--- src/rtl/pad_ring_seq.sv ---
// -----------------------------------------------------------------------------
// pad_ring_seq
//
// Purpose
//   Sequences NGRP pad supply/enable groups on and off. Power-up enables the
//   groups one at a time (bit 0 first), with a programmable gap between steps.
//   Once every group is on, core-to-pad isolation is released. Power-down
//   raises isolation first and then disables the groups in reverse order.
//
// Ports
//   CLK        in   1      single clock for all state
//   RESETn     in   1      asynchronous active-low reset (release is
//                          synchronised to CLK internally)
//   pwr_up     in   1      level request to power the ring up
//   pwr_dn     in   1      level request to power the ring down (wins over
//                          pwr_up in every state)
//   step_dly   in   DLY_W  cycles between group steps minus one, sampled at
//                          the start of every step
//   pad_en     out  NGRP   per-group enable, thermometer code
//   pad_iso    out  1      isolation, high unless the ring is fully on
//   ring_on    out  1      high only in ON
//   busy       out  1      high while sequencing (UP or DOWN)
//   state_dbg  out  2      current FSM state (OFF=0, UP=1, ON=2, DOWN=3)
//
// All outputs come straight from flops. They are derived from the next state
// so they always agree with the state register.
// -----------------------------------------------------------------------------
module pad_ring_seq #(
  parameter int NGRP  = 4,
  parameter int DLY_W = 8
) (
  input  logic             CLK,
  input  logic             RESETn,
  input  logic             pwr_up,
  input  logic             pwr_dn,
  input  logic [DLY_W-1:0] step_dly,
  output logic [NGRP-1:0]  pad_en,
  output logic             pad_iso,
  output logic             ring_on,
  output logic             busy,
  output logic [1:0]       state_dbg
);

  typedef enum logic [1:0] {
    ST_OFF  = 2'd0,
    ST_UP   = 2'd1,
    ST_ON   = 2'd2,
    ST_DOWN = 2'd3
  } state_t;

  // ---------------------------------------------------------------------------
  // Reset synchroniser: assertion reaches the sequencer immediately, while
  // release passes through two flops. The sequencer therefore cannot act
  // before the third rising edge after RESETn goes high.
  // ---------------------------------------------------------------------------
  logic [1:0] rst_sync;
  logic       rst_n_int;

  always_ff @(posedge CLK or negedge RESETn) begin
    if (!RESETn) begin
      rst_sync <= 2'b00;
    end else begin
      rst_sync <= {rst_sync[0], 1'b1};
    end
  end

  assign rst_n_int = rst_sync[1];

  // ---------------------------------------------------------------------------
  // Sequencer state
  // ---------------------------------------------------------------------------
  state_t            state;
  state_t            state_n;
  logic [DLY_W-1:0]  cnt;
  logic [DLY_W-1:0]  cnt_n;
  logic [NGRP-1:0]   en_n;
  logic              iso_n;
  logic              on_n;
  logic              busy_n;

  logic              cnt_zero;
  logic              all_on;
  logic [NGRP-1:0]   en_grow;
  logic [NGRP-1:0]   en_shrink;

  assign cnt_zero  = (cnt == '0);
  assign all_on    = &pad_en;
  // One more group on, or the highest group off. Both keep a thermometer code.
  assign en_grow   = {pad_en[NGRP-2:0], 1'b1};
  assign en_shrink = pad_en >> 1;

  always_comb begin
    state_n = state;
    cnt_n   = cnt;
    en_n    = pad_en;

    unique case (state)
      ST_OFF: begin
        cnt_n = '0;
        // pwr_dn alone, or both requests together, leave the ring off.
        if (pwr_up && !pwr_dn) begin
          state_n = ST_UP;
          en_n    = {{(NGRP-1){1'b0}}, 1'b1};
          cnt_n   = step_dly;
        end
      end

      ST_UP: begin
        if (pwr_dn) begin
          // Abort: keep the groups already on and walk them back down,
          // starting with a full step interval.
          state_n = ST_DOWN;
          cnt_n   = step_dly;
        end else if (!cnt_zero) begin
          cnt_n = cnt - DLY_W'(1);
        end else if (!all_on) begin
          en_n  = en_grow;
          cnt_n = step_dly;
        end else begin
          state_n = ST_ON;
          cnt_n   = '0;
        end
      end

      ST_ON: begin
        cnt_n = '0;
        // pwr_up is irrelevant here. pwr_dn raises isolation on this edge;
        // the groups stay on for one full step before the first one drops.
        if (pwr_dn) begin
          state_n = ST_DOWN;
          cnt_n   = step_dly;
        end
      end

      ST_DOWN: begin
        // Requests are ignored until the ring reaches OFF.
        if (!cnt_zero) begin
          cnt_n = cnt - DLY_W'(1);
        end else begin
          en_n = en_shrink;
          if (en_shrink == '0) begin
            state_n = ST_OFF;
            cnt_n   = '0;
          end else begin
            cnt_n = step_dly;
          end
        end
      end

      default: begin
        state_n = ST_OFF;
        cnt_n   = '0;
        en_n    = '0;
      end
    endcase

    // Status outputs follow the next state so they switch on the same edge
    // as the state change. Isolation is released only in ON, where every
    // group is on by construction.
    iso_n  = (state_n != ST_ON);
    on_n   = (state_n == ST_ON);
    busy_n = (state_n == ST_UP) || (state_n == ST_DOWN);
  end

  always_ff @(posedge CLK or negedge rst_n_int) begin
    if (!rst_n_int) begin
      state   <= ST_OFF;
      cnt     <= '0;
      pad_en  <= '0;
      pad_iso <= 1'b1;
      ring_on <= 1'b0;
      busy    <= 1'b0;
    end else begin
      state   <= state_n;
      cnt     <= cnt_n;
      pad_en  <= en_n;
      pad_iso <= iso_n;
      ring_on <= on_n;
      busy    <= busy_n;
    end
  end

  assign state_dbg = state;

endmodule

--- config.mk ---
export PLATFORM = sky130hd
export DESIGN_NAME = pad_ring_seq
export DESIGN_NICKNAME = d
export VERILOG_FILES = /design/src/rtl/pad_ring_seq.sv
export SDC_FILE = /design/constraint.sdc
export NUM_CORES = 1
export LEC_CHECK = 0
export ABC_AREA = 1
export BUFFER_PORTS_ARGS = -buffer_cell sky130_fd_sc_hd__buf_2
export CAP_MARGIN = 20
export CORE_UTILIZATION = 47
export CTS_BUF_LIST = sky130_fd_sc_hd__clkbuf_2
export DETAILED_ROUTE_END_ITERATION = 12
export PLACE_DENSITY_LB_ADDON = 0.25
export SYNTH_ARGS = -nofsm -noshare
export SYNTH_HDL_FRONTEND = slang
export SYNTH_SLANG_ARGS = --single-unit
--- constraint.sdc ---
create_clock -name CLK -period 1 [get_ports CLK]
set_clock_uncertainty 0.15 [all_clocks]
set_input_delay 0.1 -clock CLK [delete_from_list [all_inputs] [get_ports CLK]]
set_output_delay 0.1 -clock CLK [all_outputs]
set_load 0.05 [all_outputs]
Yosys cells after proc, flatten, opt, wreduce, memory -nomap -nowiden. Index checks and enable logic that the tools add are counted.

Register bits: 19. Bits of input ports: 12. Output and inout port bits: 9. Word-level logic and storage cells: 51.

$add $sub $neg: 1. Eq/ne operators: 12. Mux-type cells: 22. Reduce and logical (&&, ||, !) cells: 9.

Operator list (count): 8-bit two-way mux (7); 8-bit case mux with 4 select lines (1); 4-bit two-way mux (5); 2-bit two-way mux (7); 2-bit inequality test, second input constant (6); 4-bit case mux with 3 select lines (1); 2-bit == test, second input constant (4); 8-bit zero test (1); 2-bit case mux with 4 select lines (1); 8-bit by 1-bit subtractor with 8-bit output, second input constant (1); 6-bit AND reduction (1); 2-bit by 1-bit == test with 1-bit output, second input constant (2); 4-bit zero test (1); 4-bit AND reduction (1); 3-bit nonzero test (1); 2-bit zero test (1); 1-bit logical AND (1); 1-bit zero test (1); 1-bit logical OR (1).

Logic depth before layout (Yosys ltp). Gate-level depths: netlist of the first run.

Depth after elaboration: 7. Mapped depth: 10. Depth with buffers taken out: 10.

Worst setup path after synthesis of the first run. No wires, ideal clock.

Path type: register -> register. From: reg state[1], in the netlist state_dbg[1]. To: reg pad_en[3]. Library setup time: 123 ps. Arrival: 1457 ps. Required time: 727 ps. Path slack: -729 ps. Cell stages (with the launch flop): 8. Buffers on the path: 0. Clock period less this slack: 1729 ps. Cells stage by stage: dfrtp_1 nor2_2 inv_2 nor2_1 nor3_4 nand2_2 nand2_1 o21ai_1.

Word-level cells in the longest chain between the ends: 3. Elaborated cells on any way between the ends: 11. Classes of those cells: eq/ne: 7; mux: 1; reduce/logical: 3.

Ends and longest elaborated chain: from (decl) (line 72) `state_t state;`; from (signal assigned) (line 174) `state <= state_n;`; 2-bit by 1-bit == test with 1-bit output (tied with other cells) (line 97) `unique case (state)`; 2-bit inequality test (no line) / 3-bit nonzero test (equally long branches); 6-bit AND reduction (no line); to (signal assigned) (line 176) `pad_en <= en_n;`; to (decl) (line 37) `output logic [NGRP-1:0] pad_en,`.

Several ways; a longest one is shown, not always the timed one. A chain may end at the register's enable or synchronous reset.

Final worst setup path of the first run.
From: reg cnt[1]. To: reg pad_en[1].

Word-level cells in the longest chain between the ends: 3. Elaborated cells on any way between the ends: 4. Classes of those cells: eq/ne: 2; reduce/logical: 2.

Ends and longest elaborated chain: from (decl) (line 74) `logic [DLY_W-1:0] cnt;`; from (signal assigned) (line 175) `cnt <= cnt_n;`; 8-bit zero test (*) (line 86) `assign cnt_zero = (cnt == '0);`; 2-bit inequality test (no line); 6-bit AND reduction (no line) (*).

Mark *: on every way between the ends. The rest lies on a longest branch, timed or not.

==> results.yml, run 1 <==
worst_setup_path:
  critical_path.n_buffers_inverters: 1
  crit_path_max_fanout: 6
  cp_data_arrival_time_ns: 1.74
  worst_ep_required_time_ns: 1.08
  critical_path.endpoint_type: "register"
  timing.setup.critical_path_class: "reg2reg"
  worstPathCellList: "inv_2 -> ha_4 -> nand2_2 -> nor2_4 -> nor2_2 -> nor3_4 -> nand2_2 -> nand2_1 -> nand2_1"
  cpMaxStageDelayCell: "dfrtp_1"
  setup.worst_path.start_class: "register"
  cp_slowest_stage_delay_ns: 0.44
  cp_top_family: "simple AND/OR/NAND/NOR gates"
clock_network:
  clk-insertion-delay-late_ns: 0.31
  clk_pin_slew_ns: 0.19
  cts-htree-levels: 1
  cts_tree: "built"
  cts_buffers: 3
  cts.root.buffer_cell: "clkbuf_2"
  clock_path_buffers: 2
  number_of_clock_sinks_seen_by_cts: 18
detailed_routing:
  number_of_design_rule_violations_left_after_detail_routing: 0
  detail_route.first_pass.iterations: 4
  route.vias.total: 1480
  drt-wirelength-per-cell_um: 13.75
  drt-total-wl_um: 3973
  drtIter0Drc: 34
  route.detailed.vias_per_inst: 5.121
  postRouteAntennaNets: 0
logic_synthesis:
  synth-edff-count: 0
  synth.top_cells.by_count: "nand2_1 (54), inv_1 (28), nand3_1 (22), dfrtp_1 (17), nor2_1 (9)"
  yosys_most_used_dff: "dfrtp_1"
  top_cell_type_s_share_of_synthesized_area: 0.3145
  yosysMostFrequentCell: "nand2_1"
  synth_top_cell_by_area: "dfrtp_1"
  cells_after_synthesis: 194
  ys_types: 30
  synth.cell_area_sq_um: 1353
  mappedNetlistNets: 208
  synth_seq_cells: 18
  synth-seq-area-share: 0.3340
  ys.warnings.count: 0
  synth.area.top_cells: "dfrtp_1 (31%), nand2_1 (15%), nand3_1 (8.1%), inv_1 (7.8%), nor2_4 (4.2%)"
  synth-async-reset-ratio: 1.000
  syn-mean-instance-area_sq_um: 6.972
timing:
  finalCriticalPeriod_ns: 1.654
  grt_setup_unrepaired: "yes"
  post-route-worst-setup-slack_ns: -0.6538
  post-route-period-util: 1.654
  timing.final.hold_violations: 0
  tns_ns: -11.95
  max_freq_ghz: 0.6047
  setup_viol: 25
  maxSlewViolCount: 0
placed_design:
  placement.cell_area_sq_um: 1684
  port_buffers: 20
  globalplace.congestion: 0.8715
  detailedPlacementHpwl_um: 2699
  dp_cells: 265
  placement.setup.worst_slack_ns: -0.6106
grt:
  global_route.overflow_total: 0
  antenna_found_initial: 0
  grt_pass1_vias: 1484
  globalRouteTotalUtil: 0.2671
  grt_start_max_net_pins: 17
  grt_first_pass_wirelength_um: 6492
power_and_ir_drop:
  comb_power_share: 0.738
  internal-power_mw: 3.361
  report.power.total_mw: 6.829
  power.share.sequential: 0.215
  p_switching_mw: 3.467
  power_leakage_nw: 1.030
  p_sw_frac: 0.5078
  clock_power_share: 0.048
  ir_worst_vdd_uv: 2958
  power_per_cell_area_nw_per_um2: 3282
status:
  violations_in_the_final_reports: "setup timing"
  run_status: "finished, violations left"
floorplan:
  core_area_sq_um: 2734
  core.rowCount: 19
  top_level_ports: 21
  die_w_um: 55.65
  die_height_um: 55.65
  floorplan.initialDensity: 0.4947
  die_area_sq_um: 3096
min_path:
  holdCritPathClass: "in2reg"
cells_and_area:
  final_nets: 273
  layout.cells.non_filler: 289
  filler_cell_count: 183
  areaGrowthSynthToFinish_pct: 53.84
  antenna_cells_inserted: 0
  layout.cell_area.non_filler_sq_um: 2081
  layout-drive-gt1-share: 0.4961
flow_run:
  max_cap_check_violation_count: 0
worst paths after layout:
kind,startpoint,endpoint,slack (ns),cells past startpoint
max reg2reg,cnt[1],pad_en[1],-0.65,9
max,cnt[1],pad_en[1],-0.65,9
min reg2reg,rst_sync[1],state_dbg[1],0.03,1
max in group asynchronous,RESETn,rst_sync[0],0.12,3
min,pwr_dn,state_dbg[1],0.02,3
min in group asynchronous,rst_sync[1],state_dbg[1],0.03,1
per-stage QoR:
stage               hold WS, ns  utilization
floorplan               -0.3456            -
global placement        -0.2647       0.6160
detailed placement      -0.2637       0.6160
CTS                     0.02842       0.7254
global route            0.03785       0.7611
finish                  0.01582       0.7611
layer usage:
layer	track usage	wire [um]	up-vias
li1	-	-	733
met1	0.2970	1548	694
met2	0.4974	2175	34
met3	0.03488	98	19
met4	0.1286	150	0
met5	0	0	-
cell type report:
cell class	instances	area, sq um	share of cell area
Tap cell	31	38.79	0.01864
Timing Repair Buffer	63	540.5	0.2598
Multi-Input combinational cell	139	889.6	0.4275
Clock buffer	3	15.01	0.007216
Inverter	34	127.6	0.06133
Clock inverter	1	3.754	0.001804
Sequential cell	18	465.4	0.2237
registers in the layout, indices dropped and copies added, names as in the netlist:
signal / flops
state_dbg: 1
pad_iso: 1
cnt: 8
ring_on: 1
rst_sync: 2
busy: 1
pad_en: 4
placed cells by master (no fill, tap or decap), drive strengths merged, types with 3 or more instances in the layout:
master       netlist  final
a21oi             10     10
buf                2     52
clkbuf             1      3
dfrtp             17     17
dlygate4sd3        0     11
inv               34     34
nand2             63     63
nand3             22     22
nor2              19     19
o21ai             11     11
worst reg2reg max path, stage by stage, from the launching register on:
cell     delay [ns]
dfrtp_1        0.44
inv_2          0.09
ha_4           0.16
nand2_2        0.06
nor2_4         0.13
nor2_2         0.07
nor3_4         0.20
nand2_2        0.12
nand2_1        0.10
nand2_1        0.06
power groups by stage:
stage,clock (mW),combinational (mW),sequential [mW]
after global routing,0.343,5.46,1.50
after floorplan,0,2.40,1.81
after detailed placement,0,3.96,1.37
after global placement,0,3.86,1.36
final,0.326,5.04,1.47
after CTS,0.330,4.63,1.41
logic make-up after synthesis:
kind of cell,share of synthesized area
DFF,0.3340
AOI/OAI and AO/OA,0.1147
and+or+nand+nor,0.4043
xor gates and xnor gates,0.01943
adders and majority gates,0.01850
buffers and inverters,0.1064
other,0.002773
timing repair:
item | in CTS | in global routing
pin swaps | 19 | 14
endpoints found under the setup margin | 25 | 25
setup buffers | 7 | 4
hold endpoints to repair | 10 | 0
resized for setup | 38 | 28
hold buffers | 11 | 0
Power figures use the tool's default switching activity.
==> run 2: changes to the inputs <==
--- a/config.mk
+++ b/config.mk
@@ -11,6 +11,7 @@
 export CORE_UTILIZATION = 47
 export CTS_BUF_LIST = sky130_fd_sc_hd__clkbuf_2
 export DETAILED_ROUTE_END_ITERATION = 12
+export GPL_TIMING_DRIVEN = 0
 export PLACE_DENSITY_LB_ADDON = 0.25
 export SYNTH_ARGS = -nofsm -noshare
 export SYNTH_HDL_FRONTEND = slang
==> run 2 against run 1 <==
The run still ends with setup timing left. First-iteration DRC count up 47%. Critical path depth up 1. Clock power about the same. Die area unchanged. Combinational power down 11%. Count of clock-buffer cells in the layout unchanged.
==> results.yml, run 2 (synthesized netlist as in run 1, its figures left out) <==
status:
  run_status: "finished, violations left"
  violations_in_the_final_reports: "setup timing"
clock_network:
  cts_tree: "built"
  number_of_clock_sinks_seen_by_cts: 18
  clk-insertion-delay-late_ns: 0.31
  cts.root.buffer_cell: "clkbuf_2"
  clk_pin_slew_ns: 0.19
  cts-htree-levels: 1
  cts_buffers: 3
  clock_path_buffers: 2
placed_design:
  globalplace.congestion: 0.8912
  dp_cells: 244
  detailedPlacementHpwl_um: 2344
  port_buffers: 19
timing:
  finalCriticalPeriod_ns: 1.706
  grt_setup_unrepaired: "yes"
  post-route-period-util: 1.706
  max_freq_ghz: 0.5863
  post-route-worst-setup-slack_ns: -0.7056
  timing.final.hold_violations: 0
  setup_viol: 25
  maxSlewViolCount: 0
worst_setup_path:
  worst_ep_required_time_ns: 1.10
  worst_r2r_startpoint: "cnt[1]"
  worst_setup_path_startpoint: "cnt[1]"
  critical_path.endpoint_type: "register"
  setup.worst_path.start_class: "register"
  crit_path_max_fanout: 6
  cp_data_arrival_time_ns: 1.80
  timing.setup.critical_path_class: "reg2reg"
  cp_slowest_stage_delay_ns: 0.44
  cpMaxStageDelayCell: "dfrtp_1"
  worstPathCellList: "inv_2 -> ha_4 -> nand2_2 -> nor2_2 -> nand3_2 -> nand2_2 -> nand2_4 -> nand2_8 -> nand2_4 -> a21oi_2"
flow_run:
  max_cap_check_violation_count: 0
grt:
  antenna_found_initial: 0
  grt_first_pass_wirelength_um: 5823
  global_route.overflow_total: 0
  grt_pass1_vias: 1342
  grt_start_max_net_pins: 17
  globalRouteTotalUtil: 0.2385
cells_and_area:
  filler_cell_count: 205
  multi_input_gate_area_sq_um: 857.1
  biggestRegsByFlops: "cnt x8, pad_en x4, rst_sync x2"
  antenna_cells_inserted: 0
  largest_register_ff_count: 8
  layout-drive-gt1-share: 0.4132
  leading_cell_type_in_the_layout_fill_and_taps_excluded: "nand2_1"
  layout.cells.non_filler: 273
  layout.cells.most_common_list: "nand2_1 (47), inv_1 (26), nand3_1 (20), buf_4 (13)"
  areaGrowthSynthToFinish_pct: 41.63
  final_nets: 257
  area.sequential_sq_um: 466.7
  regMostFlops: "cnt"
floorplan:
  core.rowCount: 19
  die_height_um: 55.65
  core_area_sq_um: 2734
  floorplan.initialDensity: 0.4947
  die_area_sq_um: 3096
  die_w_um: 55.65
  top_level_ports: 21
detailed_routing:
  drtIter0Drc: 50
  route.detailed.vias_per_inst: 5.165
  postRouteAntennaNets: 0
  route.vias.total: 1410
  drt-total-wl_um: 3751
  number_of_design_rule_violations_left_after_detail_routing: 0
  drt-wirelength-per-cell_um: 13.74
  detail_route.first_pass.iterations: 4
min_path:
  holdCritPathClass: "in2reg"
  hold_path.startpoint: "step_dly[2]"
power_and_ir_drop:
  power_leakage_nw: 0.9652
  power_per_cell_area_nw_per_um2: 3297
  ir_worst_vdd_uv: 2968
  report.power.total_mw: 6.315
[run 2: power breakdown]
part | leakage, nW | internal [mW] | switching (mW) | total [mW]
clock network | 0.0140 | 0.0870 | 0.237 | 0.324
logic | 0.739 | 1.85 | 2.66 | 4.51
registers | 0.213 | 1.08 | 0.405 | 1.48
total | 0.965 | 3.01 | 3.30 | 6.31
[run 2: cell type report]
class                      instances  area share
buffer                             3     0.01306
clock buffer                       3    0.007838
clock inverter                     1    0.001960
inverter                          34     0.06662
multi-input combinational        139      0.4474
sequential                        18      0.2436
tap                               31     0.02025
timing repair buffer              44      0.1992
[run 2: worst max-delay path, delay by kind of cell, from the launching register on]
family / cells / cell delay (ns)
AND/OR/NAND/NOR: 7 / 0.68
buffers and inverters: 1 / 0.09
flip-flops: 1 / 0.44
adder cells (fa/ha/maj): 1 / 0.16
AO/OA/AOI/OAI: 1 / 0.12
[run 2: timing repair]
item	CTS	global route
setup endpoints to repair	25	40
pin swaps	10	12
resized for setup	32	15
hold buffers	11	0
buffers inserted	12	2
hold endpoints to repair	10	0
[run 2: through the flow]
step / setup TNS [ns] / util / area (sq um) / setup slack (ns) / hold slack (ns)
after detailed placement: -9.626 / 0.5602 / 1531 / -0.6510 / -0.2636
after global routing: -14.84 / 0.7007 / 1916 / -0.8107 / 0.06385
after global placement: -9.179 / 0.5602 / 1531 / -0.6325 / -0.2644
after CTS: -11.52 / 0.6751 / 1846 / -0.6120 / 0.01386
after floorplan: -7.180 / - / 1398 / -0.4842 / -0.3456
final: -12.35 / 0.7007 / 1916 / -0.7056 / 0.02044
[run 2: routing by layer]
layer	vias to the layer above	track usage	routed length [um]
met3	15	0.02558	142
met1	653	0.2763	1555
li1	699	-	-
met4	0	0.08571	118
met2	43	0.4492	1935
met5	-	0	0
[run 2: worst paths after layout]
kind | end | slack (ns) | cells after the start
worst min-delay path | cnt[2] | 0.02 | 5
worst max register to register | cnt[3] | -0.71 | 10
worst max-delay path | cnt[3] | -0.71 | 10
worst min register to register | busy | 0.03 | 0
max in group asynchronous | rst_sync[1] | 0.08 | 3
min in group asynchronous | busy | 0.03 | 0
==> run 3: changes to the inputs <==
--- a/config.mk
+++ b/config.mk
@@ -8,6 +8,7 @@
 export ABC_AREA = 1
 export BUFFER_PORTS_ARGS = -buffer_cell sky130_fd_sc_hd__buf_2
 export CAP_MARGIN = 20
+export CORE_ASPECT_RATIO = 0.7
 export CORE_UTILIZATION = 47
 export CTS_BUF_LIST = sky130_fd_sc_hd__clkbuf_2
 export DETAILED_ROUTE_END_ITERATION = 12
==> run 3 against run 2 <==
The run still ends with setup timing left. Critical path depth shrank 2. Clock power up 9.6%. Setup slack improved by 0.011 ns. Highest routed layer unchanged.
==> results.yml, run 3 (synthesized netlist as in run 1, its figures left out) <==
status:
  run_status: "finished, violations left"
  violations_in_the_final_reports: "setup timing"
detailed_routing:
  route.vias.total: 1437
  detail_route.first_pass.iterations: 4
  drtIter0Drc: 106
  postRouteAntennaNets: 0
  drt-total-wl_um: 3834
  number_of_design_rule_violations_left_after_detail_routing: 0
  drt-wirelength-per-cell_um: 14.20
  route.detailed.vias_per_inst: 5.322
clock_network:
  cts-htree-levels: 1
  cts_buffers: 3
  cts.root.buffer_cell: "clkbuf_2"
  cts_tree: "built"
  clock_path_buffers: 2
  clk-insertion-delay-late_ns: 0.35
  clk_pin_slew_ns: 0.21
  number_of_clock_sinks_seen_by_cts: 18
floorplan:
  die_height_um: 46.88
  die_area_sq_um: 3099
  floorplan.initialDensity: 0.5222
  top_level_ports: 21
  core_area_sq_um: 2590
  die_w_um: 66.12
  core.rowCount: 15
timing:
  post-route-period-util: 1.695
  setup_viol: 25
  timing.final.hold_violations: 0
  finalCriticalPeriod_ns: 1.695
  max_freq_ghz: 0.5900
  grt_setup_unrepaired: "yes"
  post-route-worst-setup-slack_ns: -0.6949
  maxSlewViolCount: 0
grt:
  met1_usage: 0.3393
  grt_start_max_net_pins: 17
  grt_first_pass_wirelength_um: 5871
  met3_usage: 0.08010
  grt_pass1_vias: 1289
  global_route.overflow_total: 0
  globalRouteTotalUtil: 0.2652
  antenna_found_initial: 0
  grt_use_met2: 0.4490
  grt_busiest_layer: "met2"
worst_setup_path:
  cp_slowest_stage_delay_ns: 0.47
  worst_ep_required_time_ns: 1.09
  critical_path.n_buffers_inverters: 0
  setup.worst_path.start_class: "register"
  worst_r2r_startpoint: "cnt[5]"
  worst-path-stages: 8
  worstPathCellList: "nor2_2 -> nand2_1 -> nor2_4 -> nor2_4 -> nor3_4 -> nand2_2 -> nand2_1 -> o21ai_1"
  crit_path_max_fanout: 6
  cpMaxStageDelayCell: "dfrtp_1"
  crit-reg2reg-capture: "pad_en[0]"
  timing.setup.critical_path_class: "reg2reg"
  timing.reg2reg.setup_slack_ns: -0.69
  timing.reg2reg.worst_path_depth: 8
  cp_top_family: "simple AND/OR/NAND/NOR gates"
  cp_data_arrival_time_ns: 1.79
  critical_path.endpoint_type: "register"
cells_and_area:
  layout.cells.non_filler: 270
  final_nets: 251
  leading_cell_type_in_the_layout_fill_and_taps_excluded: "nand2_1"
  regMostFlops: "cnt"
  largest_register_ff_count: 8
  antenna_cells_inserted: 0
  utilization: 0.7411
  layout.cells.most_common_list: "nand2_1 (44), inv_1 (25), nand3_1 (17), nand2_2 (14), buf_2 (11)"
  layout-drive-gt1-share: 0.4534
  layout.cell_area.non_filler_sq_um: 1919
  biggestRegsByFlops: "cnt x8, pad_en x4, rst_sync x2"
  areaGrowthSynthToFinish_pct: 41.91
placed_design:
  dp_cells: 247
  detailedPlacementHpwl_um: 2514
  globalplace.congestion: 0.9699
  placement.cell_area_sq_um: 1535
  placement.setup.worst_slack_ns: -0.7157
  port_buffers: 19
power_and_ir_drop:
  power.share.sequential: 0.231
  report.power.total_mw: 6.450
  power_leakage_nw: 0.9413
  power_per_cell_area_nw_per_um2: 3361
  p_switching_mw: 3.454
  ir_worst_vdd_uv: 2578
  clock_power_share: 0.055
  p_sw_frac: 0.5355
  comb_power_share: 0.714
  internal-power_mw: 2.996
min_path:
  holdCritPathClass: "reg2async"
flow_run:
  max_cap_check_violation_count: 0
## run 3: changes by cell type in the layout (fill, tap and decap cells not counted), moves of 3 or more
cell	before	now
buf_4	13	8
a21oi_1	4	0
a21oi_2	6	10
nand2_1	47	44
nand2_2	11	14
nand3_1	20	17
nand3_2	2	5
## run 3: routing by layer
metal	part of all wire	wire (um)	up-vias
met5	0	0	-
met4	0.0086	33	0
met3	0.099	381	5
met2	0.47	1790	68
met1	0.42	1629	675
li1	-	-	689
## run 3: timing repair
action	4_1_cts	5_1_grt
hold buffers	10	0
resized for setup	39	21
setup buffers	7	2
endpoints found under the hold margin	10	0
endpoints found under the setup margin	27	35
pin swaps	23	20
## run 3: worst max-delay path by stage
stage / start / to / slack (ns)
final: cnt[5] / pad_en[0] / -0.69
after global routing: cnt[0] / cnt[2] / -0.79
after CTS: cnt[1] / pad_en[0] / -0.66
after detailed placement: cnt[0] / pad_en[3] / -0.72
after global placement: cnt[0] / pad_en[0] / -0.63
after floorplan: cnt[0] / pad_en[0] / -0.48
## run 3: worst reg2reg max path, stage by stage, from the launching register on
cell and delay [ns]:
dfrtp_1 0.47, nor2_2 0.15, nand2_1 0.12, nor2_4 0.15
nor2_4 0.05, nor3_4 0.21, nand2_2 0.14, nand2_1 0.08
o21ai_1 0.06
## run 3: cell type report
type	instances	area (sq um)
multi-input cells	139	907.1
plain buffers	3	25.02
flip-flops and latches	18	467.9
clock inverters	1	3.754
clock buffers	3	15.01
repair buffers	38	330.3
fillers	185	670.6
inverters	34	127.6
well taps	34	42.54
## run 3: through the flow
stage | hold slack (ns) | TNS, ns
3_5_place_dp | -0.2632 | -10.39
2_1_floorplan | -0.3456 | -7.180
6_report | 0.01679 | -12.75
3_3_place_gp | -0.2654 | -9.407
4_1_cts | 0.01878 | -12.56
5_1_grt | 0.05507 | -14.26
## run 3: power by group through the flow
stage | Combinational [mW] | Clock (mW) | Sequential (mW)
2_1_floorplan | 2.40 | 0 | 1.81
3_3_place_gp | 3.36 | 0 | 1.44
3_5_place_dp | 3.48 | 0 | 1.46
4_1_cts | 4.21 | 0.369 | 1.45
5_1_grt | 4.94 | 0.382 | 1.53
6_report | 4.60 | 0.355 | 1.49
